## src/rtl/regfile_wb_arbiter.sv

```systemverilog
// Round-robin arbiter sharing the register file write port among three writeback
// requesters, with a per-register pending-write scoreboard for decode stalls.
module regfile_wb_arbiter #(
    parameter int NUM_REQ   = 3,
    parameter int REG_BITS  = 5,
    parameter int DATA_BITS = 32
) (
    input  logic                           clock,
    input  logic                           ctrl_reset,
    input  logic [NUM_REQ-1:0]             wb_valid,
    input  logic [NUM_REQ*REG_BITS-1:0]    wb_reg,
    input  logic [NUM_REQ*DATA_BITS-1:0]   wb_data,
    output logic [NUM_REQ-1:0]             wb_ready,
    input  logic                           issue_valid,
    input  logic [REG_BITS-1:0]            issue_reg,
    input  logic [REG_BITS-1:0]            ctrl_readRegA,
    input  logic [REG_BITS-1:0]            ctrl_readRegB,
    output logic                           stall_a,
    output logic                           stall_b,
    output logic                           ctrl_writeEnable,
    output logic [REG_BITS-1:0]            ctrl_writeReg,
    output logic [DATA_BITS-1:0]           data_writeReg
);
    localparam int NUM_REG = 1 << REG_BITS;

    logic [1:0]           lastReg;
    logic [NUM_REG-1:0]   pendingReg;
    logic [1:0]           grantIdx;
    logic                 grantAny;
    logic [1:0]           cand;
    logic                 transfer;

    logic [REG_BITS-1:0]  reqReg  [NUM_REQ];
    logic [DATA_BITS-1:0] reqData [NUM_REQ];

    genvar gi;
    generate
        for (gi = 0; gi < NUM_REQ; gi++) begin : g_unpack
            assign reqReg[gi]  = wb_reg[gi*REG_BITS +: REG_BITS];
            assign reqData[gi] = wb_data[gi*DATA_BITS +: DATA_BITS];
        end
    endgenerate

    // Search starts just after the last winner, so each requester waits at most two grants.
    always_comb begin
        grantAny = 1'b0;
        grantIdx = 2'd0;
        cand     = 2'd0;
        for (int k = 0; k < NUM_REQ; k++) begin
            cand = 2'((int'(lastReg) + k + 1) % NUM_REQ);
            if (!grantAny && wb_valid[cand]) begin
                grantAny = 1'b1;
                grantIdx = cand;
            end
        end
    end

    assign transfer = grantAny && !ctrl_reset;
    assign wb_ready = transfer ? (NUM_REQ'(1) << grantIdx) : '0;

    always_ff @(posedge clock) begin
        if (ctrl_reset) begin
            lastReg          <= 2'd2;
            ctrl_writeEnable <= 1'b0;
            ctrl_writeReg    <= '0;
            data_writeReg    <= '0;
        end else if (transfer) begin
            lastReg          <= grantIdx;
            ctrl_writeEnable <= |reqReg[grantIdx];
            ctrl_writeReg    <= reqReg[grantIdx];
            data_writeReg    <= reqData[grantIdx];
        end else begin
            ctrl_writeEnable <= 1'b0;
        end
    end

    // A new issue beats a landing write to the same register: the issue is younger.
    always_ff @(posedge clock) begin
        if (ctrl_reset) begin
            pendingReg <= '0;
        end else begin
            pendingReg[0] <= 1'b0;
            for (int r = 1; r < NUM_REG; r++) begin
                if (issue_valid && issue_reg == REG_BITS'(r))
                    pendingReg[r] <= 1'b1;
                else if (ctrl_writeEnable && ctrl_writeReg == REG_BITS'(r))
                    pendingReg[r] <= 1'b0;
            end
        end
    end

    assign stall_a = pendingReg[ctrl_readRegA];
    assign stall_b = pendingReg[ctrl_readRegB];

endmodule
```

## config.mk

```make
export PLATFORM = sky130hd
export DESIGN_NAME = regfile_wb_arbiter
export DESIGN_NICKNAME = d
export VERILOG_FILES = /design/src/rtl/regfile_wb_arbiter.sv
export SDC_FILE = /design/constraint.sdc
export NUM_CORES = 1
export LEC_CHECK = 0
export BUFFER_PORTS_ARGS = -buffer_cell sky130_fd_sc_hd__buf_4
export CAP_MARGIN = 10
export CELL_PAD_IN_SITES_DETAIL_PLACEMENT = 0
export CELL_PAD_IN_SITES_GLOBAL_PLACEMENT = 2
export CORE_AREA = 3 3 129 131
export CTS_CLUSTER_DIAMETER = 200
export CTS_CLUSTER_SIZE = 12
export DETAILED_ROUTE_END_ITERATION = 6
export DIE_AREA = 0 0 132 134
export PLACE_DENSITY_LB_ADDON = 0.1
export SLEW_MARGIN = 30
export SYNTH_ARGS = -nofsm -noshare
export SYNTH_HDL_FRONTEND = slang
export SYNTH_SLANG_ARGS = --single-unit
export TNS_END_PERCENT = 5
```

## constraint.sdc

```tcl
create_clock -name clock -period 3.1 [get_ports clock]
set_input_delay 0.155 -clock clock [delete_from_list [all_inputs] [get_ports clock]]
set_output_delay 0.155 -clock clock [all_outputs]
set_load 0.01 [all_outputs]
```

==> out/qor.yml <==
timing:
  finClkSkew_ns: 0.00392
  period_needed_ns: 2.90
  slew-limit-headroom_pct: 51.8
  fin_tns_setup_ns: 0
  fmax_mhz: 345
  worstMarginPinSlew_ns: 0.722
  setup_violations: 0
  drv_slew: 0
  finalHoldViolCount: 0
  rsz0062_at_grt: "false"
  post-route-period-util_pct: 93.5
job:
  drv_cap: 0
grt:
  grt_overflow: 0
  grt_max_degree: 50
  grt_usage_pct: 16.9
  antenna_found_initial: 0
  grt_pass1_wl_um: 23200
  grt_pass1_vias: 4181
synth:
  synth_top_flop_cell: "dfxtp_1"
  avgSynthCellArea_um2: 8.65
  syn_nets: 616
  synth_cell_type_count: 44
  ys_ff_latch: 71
  synth_edf_count: 0
  synthesis.area_um2: 4150
  seq_area_frac_synth_pct: 34.2
  syn_inst: 480
  synth-warning-count: 0
  synthArstFlopShare_pct: 0
floorplan:
  die_h_um: 134
  core_area_um2: 15700
  start_util_pct: 26.4
  io_pins: 175
  rows: 46
  dieWidth_um: 132
  die_area_um2: 17700
cells_and_area:
  antenna_cells: 0
  fin_nets: 776
  fillers: 1664
  area_delta_synth_final_pct: 40.9
  drive_above_1_share_pct: 35.7
  post-route-util_pct: 37.2
placement:
  hpwlAfterDp_um: 11500
  routabilityCongestion: 0.765
  io_buffers: 174
power:
  power_density_nw_per_um2: 767
  p_leak_nw: 2.42
  ir_drop_v: 0.000348
cts:
  cts-htree-levels: 3
  cts_tree: "done"
  cts.clk_slew.worst_paths_ns: 0.05
  cts.path.max_buffers: 2
  root_buffer: "clkbuf_16"
  ctsHoldBuffers: 0
  cts_buffers: 9
  cts_sinks: 71
  clk_latency_ns: 0.34
critical_path:
  crit_type: "reg -> out"
  crit_arrival_ns: 2.74
  required_ns: 2.94
  start_kind: "register"
  endpoint_kind: "output pin"
  path_max_fanout: 27
detailed_routing:
  wire_per_inst_um: 17.2
  dr.pass1.iters: 4
  final_antenna_net_count: 0
  drc: 0
  viasPerCell: 4.65
  wl_um: 14800
  initialDrtViolationCount: 121
  vias: 4000
hold_path:
  min_path_type: "in -> reg"
status:
  outcome: "complete, no violations"
-- final timing paths --
kind,startpoint,endpoint,slack (ns),cells past startpoint
max,lastReg[0],wb_ready[2],0.20,8
min,wb_data[86],data_writeReg[22],0.07,3
max reg2reg,lastReg[0],ctrl_writeEnable,0.31,9
min reg2reg,data_writeReg[28],data_writeReg[28],0.45,2
-- report_power, final --
group / internal (mW) / switching (mW)
combinational: 1.02 / 1.24
sequential: 1.11 / 0.139
clock: 0.604 / 0.373
total: 2.73 / 1.75
-- metal layers --
layer | vias up | global-route usage [%] | part of all wire (%)
met5 | - | 0 | 0
met4 | 0 | 5.60 | 1.2
li1 | 2031 | - | -
met2 | 134 | 29.0 | 49
met1 | 1826 | 19.8 | 41
met3 | 9 | 6.11 | 8.8
-- critical path, cell delays in order (launching register included) --
cell      delay (ns)
dfxtp_1         0.38
inv_1           0.08
ha_1            0.43
and3b_4         0.25
o21bai_4        0.20
o41ai_4         0.39
buf_4           0.34
and2_1          0.20
buf_4           0.13
-- timing repair --
| action | in CTS | in global routing |
|---|---|---|
| hold endpoints to repair | 0 | 0 |
| endpoints found under the setup margin | 0 | 2 |
| buffers inserted | 0 | 0 |
| resized for setup | 0 | 2 |
-- metrics by stage --
stage | hold WS (ns) | power, mW | std cells | cell area (µm²) | worst slack, ns
final | 0.0735 | 4.49 | 860 | 5850 | 0.203
after global routing | 0.0765 | 4.84 | 860 | 5850 | 0.0253
after CTS | 0.0606 | 4.57 | 860 | 5850 | 0.0309
after detailed placement | 0.417 | 3.57 | 845 | 5570 | 0.290
after global placement | 0.413 | 3.55 | 845 | 5570 | 0.353
after floorplan | 0.323 | 2.91 | 480 | 4150 | 0.571
-- synth_stat cells, drive strengths merged, types with 6 or more instances --
cell type	instances	area, µm²
a21oi	67	335
buf	17	215
clkbuf	16	61.3
dfxtp	71	1420
mux2	6	67.6
mux2i	39	390
mux4	18	405
nand2	71	267
nand3	12	60.1
nor2	42	160
nor2b	9	56.3
o21ai	71	355
-- kinds of logic after synthesis --
kind of cell | count (synthesis) | share of synthesized area (%)
mux | 63 | 20.8
flops | 71 | 34.2
fa+ha+maj | 4 | 1.21
compound gates | 149 | 19.7
simple gates | 157 | 17.1
buf+inv | 36 | 6.93
-- layout by cell type (no fill, tap or decap), drive strengths merged, types with 2 or more instances in the layout --
| cell | Yosys | final |
|---|---|---|
| buf | 17 | 182 |
| nand2 | 71 | 71 |
| dfxtp | 71 | 71 |
| o21ai | 71 | 71 |
| a21oi | 67 | 67 |
| nor2 | 42 | 42 |
| mux2i | 39 | 39 |
| mux4 | 18 | 18 |
| clkbuf | 16 | 15 |
| nand3 | 12 | 12 |
| nor2b | 9 | 9 |
| mux2 | 6 | 6 |
| nor3 | 4 | 4 |
| ha | 4 | 4 |
| a22o | 3 | 3 |
| nand2b | 3 | 3 |
| inv | 3 | 3 |
| nand3b | 2 | 2 |
| and2b | 2 | 2 |
| and3 | 2 | 2 |
| and3b | 2 | 2 |
| nor3b | 2 | 2 |
-- final cells by class --
type	instances	area [µm²]	share of cell area, %
Inverter	3	11.3	0.193
Sequential cell	71	1420	24.3
Timing Repair Buffer	182	1410	24.1
Clock buffer	15	278	4.75
Tap cell	216	270	4.62
Multi-Input combinational cell	373	2460	42.1
-- sequential cells by signal, indices dropped and copies added, names as in the netlist --
signal / count
data_writeReg: 32
lastReg: 2
pendingReg: 31
ctrl_writeReg: 5
ctrl_writeEnable: 1
Note: power is estimated with default switching activity, not from simulation.
